[config.mk]
export PLATFORM = sky130hd
export DESIGN_NAME = datmem_arbiter
export DESIGN_NICKNAME = d
export VERILOG_FILES = /design/src/rtl/proc_pkg.sv /design/src/rtl/rr_arb2.sv /design/src/rtl/datmem_arbiter.sv
export SDC_FILE = /design/constraint.sdc
export NUM_CORES = 1
export LEC_CHECK = 0
export CAP_MARGIN = 20
export CORE_UTILIZATION = 40
export CTS_BUF_LIST = sky130_fd_sc_hd__clkbuf_4
export DETAILED_ROUTE_END_ITERATION = 16
export GPL_ROUTABILITY_DRIVEN = 0
export PLACE_DENSITY = 0.76
export SLEW_MARGIN = 25
export SYNTH_ARGS = -nofsm -noshare
export SYNTH_HDL_FRONTEND = slang
export SYNTH_SLANG_ARGS = --single-unit
[constraint.sdc]
create_clock -name clk -period 2.35 [get_ports clk]
set_input_delay 0.3525 -clock clk [delete_from_list [all_inputs] [get_ports clk]]
set_output_delay 0.3525 -clock clk [all_outputs]
set_load 0.005 [all_outputs]
[src/rtl/proc_pkg.sv]
// Shared types and constants for the data-memory arbiter.
package proc_pkg;
  localparam int BYTES_PER_WORD = 4;
  localparam int DMEM_ADDR_W    = 5;

  typedef enum logic [1:0] {IDLE, XFER, RDLAST, ACK} arb_state_t;
  typedef enum logic {CPU = 1'b0, DBG = 1'b1} req_id_t;

  // Big-endian byte lane select: index 0 is the word's MSB.
  function automatic logic [7:0] be_byte(input logic [31:0] w, input logic [1:0] idx);
    case (idx)
      2'd0:    return w[31:24];
      2'd1:    return w[23:16];
      2'd2:    return w[15:8];
      default: return w[7:0];
    endcase
  endfunction
endpackage

[src/rtl/rr_arb2.sv]
// Two-way round-robin pick; a tie goes to the requester not granted last.
module rr_arb2
  import proc_pkg::*;
(
  input  logic    cpu_req,
  input  logic    dbg_req,
  input  req_id_t last_gnt,
  output req_id_t gnt_id
);
  always_comb begin
    gnt_id = CPU;
    if (cpu_req && dbg_req) gnt_id = (last_gnt == CPU) ? DBG : CPU;
    else if (dbg_req)       gnt_id = DBG;
  end
endmodule

[src/rtl/datmem_arbiter.sv]
// Arbitrates CPU and debug word requests onto a byte-wide data memory,
// sequencing each word as four big-endian byte beats.
module datmem_arbiter
  import proc_pkg::*;
#(
  parameter int ADDR_W = DMEM_ADDR_W
) (
  input  logic              clk,
  input  logic              rst_n,
  input  logic              cpu_req,
  input  logic              cpu_we,
  input  logic [ADDR_W-1:0] cpu_addr,
  input  logic [31:0]       cpu_wdata,
  output logic              cpu_ack,
  output logic [31:0]       cpu_rdata,
  output logic              cpu_stall,
  input  logic              dbg_req,
  input  logic              dbg_we,
  input  logic [ADDR_W-1:0] dbg_addr,
  input  logic [31:0]       dbg_wdata,
  output logic              dbg_ack,
  output logic [31:0]       dbg_rdata,
  output logic              mem_en,
  output logic              mem_we,
  output logic [ADDR_W-1:0] mem_addr,
  output logic [7:0]        mem_wdata,
  input  logic [7:0]        mem_rdata,
  output logic              busy
);
  localparam logic [1:0] LAST_BEAT = 2'(BYTES_PER_WORD - 1);

  arb_state_t        state, state_d;
  logic [1:0]        beat, beat_d;
  req_id_t           win, win_d, last_gnt, last_gnt_d, gnt_id;
  logic              we_q, we_d;
  logic [ADDR_W-1:0] addr_q, addr_d;
  logic [31:0]       wdata_q, wdata_d, shf, shf_d;
  logic [31:0]       cpu_rdata_d, dbg_rdata_d;
  logic              cpu_ack_d, dbg_ack_d;
  logic              mem_en_d, mem_we_d;
  logic [ADDR_W-1:0] mem_addr_d;
  logic [7:0]        mem_wdata_d;

  rr_arb2 u_arb (
    .cpu_req  (cpu_req),
    .dbg_req  (dbg_req),
    .last_gnt (last_gnt),
    .gnt_id   (gnt_id)
  );

  assign cpu_stall = cpu_req & ~cpu_ack;

  always_ff @(posedge clk or negedge rst_n) begin
    if (!rst_n) begin
      state     <= IDLE;
      beat      <= '0;
      win       <= CPU;
      last_gnt  <= DBG;
      we_q      <= 1'b0;
      addr_q    <= '0;
      wdata_q   <= '0;
      shf       <= '0;
      cpu_rdata <= '0;
      dbg_rdata <= '0;
      cpu_ack   <= 1'b0;
      dbg_ack   <= 1'b0;
      mem_en    <= 1'b0;
      mem_we    <= 1'b0;
      mem_addr  <= '0;
      mem_wdata <= '0;
      busy      <= 1'b0;
    end else begin
      state     <= state_d;
      beat      <= beat_d;
      win       <= win_d;
      last_gnt  <= last_gnt_d;
      we_q      <= we_d;
      addr_q    <= addr_d;
      wdata_q   <= wdata_d;
      shf       <= shf_d;
      cpu_rdata <= cpu_rdata_d;
      dbg_rdata <= dbg_rdata_d;
      cpu_ack   <= cpu_ack_d;
      dbg_ack   <= dbg_ack_d;
      mem_en    <= mem_en_d;
      mem_we    <= mem_we_d;
      mem_addr  <= mem_addr_d;
      mem_wdata <= mem_wdata_d;
      busy      <= (state_d != IDLE);
    end
  end

  // Memory-port outputs are computed for the cycle the next state occupies.
  always_comb begin
    state_d     = state;
    beat_d      = beat;
    win_d       = win;
    last_gnt_d  = last_gnt;
    we_d        = we_q;
    addr_d      = addr_q;
    wdata_d     = wdata_q;
    shf_d       = shf;
    cpu_rdata_d = cpu_rdata;
    dbg_rdata_d = dbg_rdata;
    cpu_ack_d   = 1'b0;
    dbg_ack_d   = 1'b0;
    mem_en_d    = 1'b0;
    mem_we_d    = 1'b0;
    mem_addr_d  = '0;
    mem_wdata_d = '0;
    case (state)
      IDLE: begin
        if (cpu_req || dbg_req) begin
          win_d       = gnt_id;
          we_d        = (gnt_id == DBG) ? dbg_we    : cpu_we;
          addr_d      = (gnt_id == DBG) ? dbg_addr  : cpu_addr;
          wdata_d     = (gnt_id == DBG) ? dbg_wdata : cpu_wdata;
          beat_d      = '0;
          state_d     = XFER;
          mem_en_d    = 1'b1;
          mem_we_d    = we_d;
          mem_addr_d  = addr_d;
          mem_wdata_d = be_byte(wdata_d, 2'd0);
        end
      end
      XFER: begin
        // Synchronous read: the byte for beat n arrives during beat n+1.
        if (beat != 2'd0) shf_d = {shf[23:0], mem_rdata};
        if (beat == LAST_BEAT) begin
          state_d = we_q ? ACK : RDLAST;
          if (we_q) begin
            cpu_ack_d = (win == CPU);
            dbg_ack_d = (win == DBG);
          end
        end else begin
          beat_d      = beat + 2'd1;
          mem_en_d    = 1'b1;
          mem_we_d    = we_q;
          mem_addr_d  = addr_q + ADDR_W'(beat_d);
          mem_wdata_d = be_byte(wdata_q, beat_d);
        end
      end
      RDLAST: begin
        state_d   = ACK;
        cpu_ack_d = (win == CPU);
        dbg_ack_d = (win == DBG);
        if (win == CPU) cpu_rdata_d = {shf[23:0], mem_rdata};
        else            dbg_rdata_d = {shf[23:0], mem_rdata};
      end
      ACK: begin
        last_gnt_d = win;
        beat_d     = '0;
        state_d    = IDLE;
      end
      default: state_d = IDLE;
    endcase
  end
endmodule

==> flow_metrics.py, run 1 <==
metrics = {
    "status": {
        "status": "completed",
    },
    "worst_setup_path": {
        "slowest_delay_ns": 0.47,
        "critPathSlowestCell": "dfrtp_1",
        "reg2reg_slack_ns": 0.34,
        "path_class": "flop to flop",
        "crit_fanout": 7,
        "critPathLaunchType": "flop",
        "crit_chain": "inv_1 -> ha_1 -> inv_1 -> fa_1 -> nand3b_1 -> xor2_1 -> o22ai_1",
        "crit_path_frequent_cell": "inv_1",
        "endpoint_kind": "flop",
        "worstPathRequired_ns": 2.82,
        "critPathTopFamily": "adder cells",
        "crit_arrival_ns": 2.47,
        "crit_buf_inv": 2,
    },
    "cells_and_area": {
        "n_antenna_cell": 0,
        "final_cell_mix": "clkdlybuf4s50_1 (169), dfrtp_1 (149), mux2_2 (91), nand2_1 (43), o21ai_0 (34)",
        "drive_above_1_share_pct": 20.9,
        "fillers": 1274,
        "syn_to_final_growth_pct": 35.5,
        "final_common_cell": "clkdlybuf4s50_1",
        "post-route-util_pct": 56.2,
        "seq_area_mm2": 0.00375,
        "multi_input_area_mm2": 0.00242,
        "nNetsFinal": 760,
    },
    "synthesis": {
        "yosys_most_used_dff": "dfrtp_1",
        "synth_warnings": 0,
        "ys_types": 42,
        "synthMuxAreaShare_pct": 20.9,
        "netlist_area_mm2": 0.00640,
        "synth_top_family_by_area": "multiplexers",
        "synth-edff-count": 0,
        "synth-seq-cells": 150,
        "synth-simple-area-share_pct": 4.38,
        "synth.avg_cell_area_um2": 13.1,
        "syn-instance-count": 487,
        "ys_seq_area_share_pct": 58.7,
        "synthAdderAreaFrac_pct": 2.85,
        "syn-num-nets": 589,
        "synthArstFlopShare_pct": 100,
        "synthXorXnorAreaFrac_pct": 0.274,
        "synth_compound_area_share_pct": 9.21,
    },
    "drt": {
        "via_per_inst": 5.07,
        "wl_um": 14500,
        "first_iter_violations": 255,
        "wl_per_cell_um": 16.5,
        "first_pass_iters": 5,
        "drc": 0,
        "via_count": 4467,
        "ant_nets": 0,
    },
    "clocking": {
        "cts_sinks": 150,
        "clockRootBuffer": "clkbuf_4",
        "clk_pin_slew_worst_paths_ns": 0.13,
        "worst_skew_pair.late_latency_ns": 0.54,
        "postCtsSetupRepairBufs": 0,
        "htreeDepth": 4,
        "numCtsBuffers": 17,
        "cts_tree": "built",
        "cts_buffer_depth": 2,
    },
    "pwr": {
        "power.leakage_nw": 3.76,
        "powerDensity_mw_per_mm2": 1280,
        "ir_drop_uv": 534,
    },
    "die": {
        "core_area_mm2": 0.0154,
        "dieArea_mm2": 0.0165,
        "die-width_um": 128,
        "rows": 45,
        "start_util_pct": 41.5,
        "fp.dieH_um": 128,
        "pin_count": 171,
    },
    "place": {
        "post-dp-hpwl_um": 10500,
        "port_buffers": 170,
    },
    "min_path": {
        "min_path_type": "input pin to async pin",
    },
    "timing": {
        "clock_skew_ns": 0.0164,
        "rsz0062_at_grt": "no",
        "period_share_pct": 85.4,
        "setup-tns-final_ns": 0,
        "worst_pin_slew_ns": 0.529,
        "hold_violations": 0,
        "setup_viol": 0,
        "slew_headroom_pct": 64.8,
        "period_needed_ns": 2.01,
        "slew_violations": 0,
        "fmax_mhz": 498,
    },
    "global_route": {
        "grt_max_degree": 75,
        "grt_usage_pct": 18.7,
        "antenna_found_initial": 0,
        "overflow": 0,
        "first_global_vias": 4574,
        "grt_pass1_wl_um": 23400,
    },
    "flow_run": {
        "drv_cap": 0,
    },
}
sequential cells by signal, summed over array words and instances (netlist names):
| name | count |
|---|---|
| wdata_q | 32 |
| dbg_ack | 1 |
| we_q | 1 |
| mem_wdata | 8 |
| state | 2 |
| win | 1 |
| busy | 1 |
| dbg_rdata | 32 |
| mem_we | 1 |
| mem_addr | 5 |
| mem_en | 1 |
| shf | 24 |
| cpu_ack | 1 |
| last_gnt | 1 |
| addr_q | 5 |
| beat | 2 |
| cpu_rdata | 32 |
cell families after synthesis:
group	Yosys count
multiplexers	122
buffers and inverters	47
flip-flops	150
AO/OA/AOI/OAI	90
AND/OR/NAND/NOR	62
XOR/XNOR	2
adder cells (fa/ha/maj)	14
stage by stage:
stage	instance area, um^2	hold slack (ns)	power (W)	instances	setup slack, ns
after floorplan	6400	0.0569	0.00706	487	0.549
after global placement	8350	0.341	0.00924	849	0.391
after detailed placement	8350	0.346	0.00943	849	0.277
after CTS	8670	0.307	0.0112	881	0.298
after global routing	8670	0.331	0.0118	881	0.160
final	8670	0.347	0.0111	881	0.344
path summary, 6_finish.rpt:
path | startpoint | end | cells past startpoint
worst max-delay path | beat[0] | mem_addr[4] | 7
worst min-delay path | rst_n | cpu_rdata[22] | 2
worst max register to register | beat[0] | mem_addr[4] | 7
worst min register to register | wdata_q[4] | wdata_q[4] | 2
max in group asynchronous | rst_n | dbg_rdata[31] | 3
min in group clk | cpu_wdata[21] | wdata_q[21] | 3
power breakdown:
group	internal, W	total, W	switching [W]
Clock	0.000831	0.00174	0.000908
Sequential	0.00382	0.00465	0.000829
Combinational	0.00278	0.00467	0.00189
per-layer routing:
metal / track usage, % / wire, um / up-vias
li1: - / - / 2089
met1: 22.5 / 6260 / 2168
met2: 31.8 / 6990 / 191
met3: 4.99 / 933 / 19
met4: 7.75 / 322 / 0
met5: 0 / 0 / -
synthesized netlist by cell type (2+ instances only):
library cell | instances | area, um^2
buf_6 | 3 | 33.8
a221o_1 | 5 | 50.1
ha_1 | 13 | 163
xor2_1 | 2 | 17.5
a22oi_1 | 5 | 37.5
nand2b_1 | 3 | 18.8
nor2b_1 | 3 | 18.8
a32oi_1 | 9 | 78.8
mux2i_1 | 29 | 290
a222oi_1 | 4 | 40.0
or4_1 | 2 | 15.0
buf_4 | 2 | 15.0
o22ai_1 | 7 | 43.8
nand2_1 | 43 | 161
dfrtp_1 | 149 | 3730
clkbuf_1 | 7 | 26.3
o21ai_0 | 35 | 175
mux2_1 | 2 | 22.5
a21oi_1 | 5 | 25.0
nand3b_1 | 2 | 15.0
mux2_2 | 91 | 1020
nand3_1 | 3 | 15.0
buf_2 | 14 | 70.1
nor2_1 | 2 | 7.51
o21ai_1 | 13 | 65.1
inv_1 | 17 | 63.8
clkbuf_2 | 2 | 10.0
area by class of cell:
class	count	share of cell area (%)
clock buffer	17	1.47
clock inverter	14	2.11
inverter	17	0.736
multi-input combinational	290	27.9
sequential	150	43.3
tap	211	3.04
timing repair buffer	182	21.4
what timing repair did:
item	CTS	global route
endpoints found under the setup margin	0	0
gates resized for setup	0	0
endpoints found under the hold margin	50	0
hold buffers	1	0
No activity file was read; power rests on OpenSTA's default activity.
==> run 2, diff against run 1 <==
- HOLD_SLACK_MARGIN: not set -> 0.02
- clock period: 2.35 -> 2.3 ns (I/O delays scaled with it)
==> run 2 against run 1 <==
Effect of this change: global-route usage increased by 0.18 points; flip-flop and latch count unchanged; via count increased by 0.90%; setup slack got worse by 0.036 ns; cell count increased by 0.34%; maximum frequency increased by 0.72%; critical path depth unchanged; wire length increased by 0.83%; sequential share of layout area increased by 0.21 points; sequential power increased by 2%; non-clock buffer count increased by 2.
==> flow_metrics.py, run 2 (synthesis gave the netlist of run 1 again) <==
metrics = {
    "die": {
        "dieArea_mm2": 0.0165,
        "rows": 45,
        "core_area_mm2": 0.0154,
        "start_util_pct": 41.5,
        "pin_count": 171,
        "fp.dieH_um": 128,
        "die-width_um": 128,
    },
    "timing": {
        "hold_violations": 0,
        "period_share_pct": 86.6,
        "period_needed_ns": 1.99,
        "fmax_mhz": 502,
        "rsz0062_at_grt": "no",
        "setup-tns-final_ns": 0,
        "slew_headroom_pct": 65.0,
        "clock_skew_ns": 0.0176,
        "setup_viol": 0,
        "worst_pin_slew_ns": 0.525,
        "slew_violations": 0,
    },
    "cells_and_area": {
        "stdcell_count": 884,
        "n_antenna_cell": 0,
        "fin_area_mm2": 0.00863,
        "nNetsFinal": 762,
        "drive_above_1_share_pct": 20.8,
        "syn_to_final_growth_pct": 34.9,
        "final_common_cell": "clkdlybuf4s50_1",
        "top_regs": "cpu_rdata: 32 flops, dbg_rdata: 32 flops, wdata_q: 32 flops",
        "final_cell_mix": "clkdlybuf4s50_1 (169), dfrtp_1 (149), mux2_2 (91), nand2_1 (43), o21ai_0 (34)",
    },
    "clocking": {
        "numCtsBuffers": 17,
        "htreeDepth": 4,
        "cts_tree": "built",
        "postCtsSetupRepairBufs": 0,
        "worst_skew_pair.late_latency_ns": 0.54,
        "cts_sinks": 150,
        "cts_buffer_depth": 2,
        "clockRootBuffer": "clkbuf_4",
        "clk_pin_slew_worst_paths_ns": 0.12,
    },
    "global_route": {
        "grt_pass1_wl_um": 23600,
        "first_global_vias": 4628,
        "antenna_found_initial": 0,
        "grt_usage_pct": 18.9,
        "grt_max_degree": 58,
        "overflow": 0,
    },
    "place": {
        "post-dp-hpwl_um": 10700,
        "port_buffers": 170,
        "dp_cells": 851,
        "placed_area_mm2": 0.00838,
    },
    "min_path": {
        "min_path_type": "input pin to async pin",
    },
    "worst_setup_path": {
        "critPathLaunchType": "flop",
        "critPathSlowestCell": "dfrtp_1",
        "slowest_delay_ns": 0.47,
        "crit_arrival_ns": 2.46,
        "crit_path_frequent_cell": "inv_1",
        "endpoint_kind": "flop",
        "worstPathRequired_ns": 2.77,
        "path_class": "flop to flop",
        "crit_chain": "inv_1 -> ha_1 -> inv_1 -> fa_1 -> nand3b_1 -> xor2_1 -> o22ai_1",
        "crit_fanout": 7,
    },
    "drt": {
        "ant_nets": 0,
        "drc": 0,
        "via_per_inst": 5.10,
        "first_pass_iters": 6,
        "wl_per_cell_um": 16.5,
        "wl_met2_um": 7170,
        "met3WireLength_um": 962,
        "first_iter_violations": 288,
        "top_layer_used": "met4",
        "wl_met1_um": 6270,
        "via_count": 4507,
        "wl_um": 14600,
    },
    "pwr": {
        "power.leakage_nw": 3.75,
        "ir_drop_uv": 441,
        "powerDensity_mw_per_mm2": 1280,
    },
    "flow_run": {
        "drv_cap": 0,
    },
    "status": {
        "status": "completed",
    },
}
==> run 2: cell count changes in the layout (fill, tap and decap cells not counted), sizes merged <==
cell / previous run / this run
clkinv: 5 / 11
bufinv: 4 / 1
clkinvlp: 3 / 2
inv: 19 / 18
buf: 12 / 14
==> run 2: through the flow <==
stage	total power, W	utilization (%)	setup WS [ns]	hold WS (ns)
detailed placement	0.00971	54.3	0.240	0.345
global placement	0.00950	54.3	0.350	0.339
finish	0.0110	56.0	0.308	0.337
CTS	0.0111	56.0	0.290	0.303
floorplan	0.00721	-	0.499	0.0494
global route	0.0118	56.0	0.123	0.307
==> run 2: power breakdown <==
group          leakage (nW)  internal [W]  total, W  switching [W]
Combinational          1.77       0.00289   0.00483        0.00195
Clock                 0.129      0.000518   0.00143       0.000916
Sequential             1.85       0.00391   0.00476       0.000852
Total                  3.75       0.00731    0.0110        0.00371
==> run 2: final cells by class <==
class                      instances  area [um^2]
clock buffer                      17          128
clock inverter                    15          114
fill                            1305         6790
inverter                          17         63.8
multi-input combinational        290         2420
sequential                       150         3750
tap                              211          264
timing repair buffer             184         1890
==> run 2: worst paths after layout <==
path                            cells past startpoint  slack (ns)     startpoint            end
worst max-delay path                                7        0.31        beat[0]    mem_addr[4]
worst max register to register                      7        0.31        beat[0]    mem_addr[4]
worst min-delay path                                2        0.34          rst_n  cpu_rdata[30]
min in group clk                                    3        0.42  cpu_wdata[17]    wdata_q[17]
max in group asynchronous                           3        1.24          rst_n       last_gnt
worst min register to register                      2        0.50    wdata_q[17]    wdata_q[17]
==> run 2: worst max-delay path: cells and delay by family (launching register included) <==
kind	cells	cell delay (ns)
adders and majority gates	2	0.77
and+or+nand+nor	1	0.19
buffers and inverters	2	0.21
xor gates and xnor gates	1	0.15
AOI/OAI and AO/OA	1	0.14
DFF	1	0.47
==> run 2: per-layer routing <==
layer | global-route usage [%] | up-vias
met2 | 31.6 | 198
met3 | 5.41 | 14
met5 | 0 | -
met1 | 23.2 | 2207
li1 | - | 2088
met4 | 6.99 | 0
==> run 2: timing repair <==
action / 4_1_cts / 5_1_grt
hold buffers: 1 / 0
resized for setup: 0 / 0
hold endpoints to repair: 54 / 0
setup endpoints to repair: 0 / 0
==> run 3, diff against run 2 <==
- HOLD_SLACK_MARGIN: 0.02 -> not set
==> results of run 3 <==
Same layout as run 2: the final DEF is identical, and so are final timing and power.
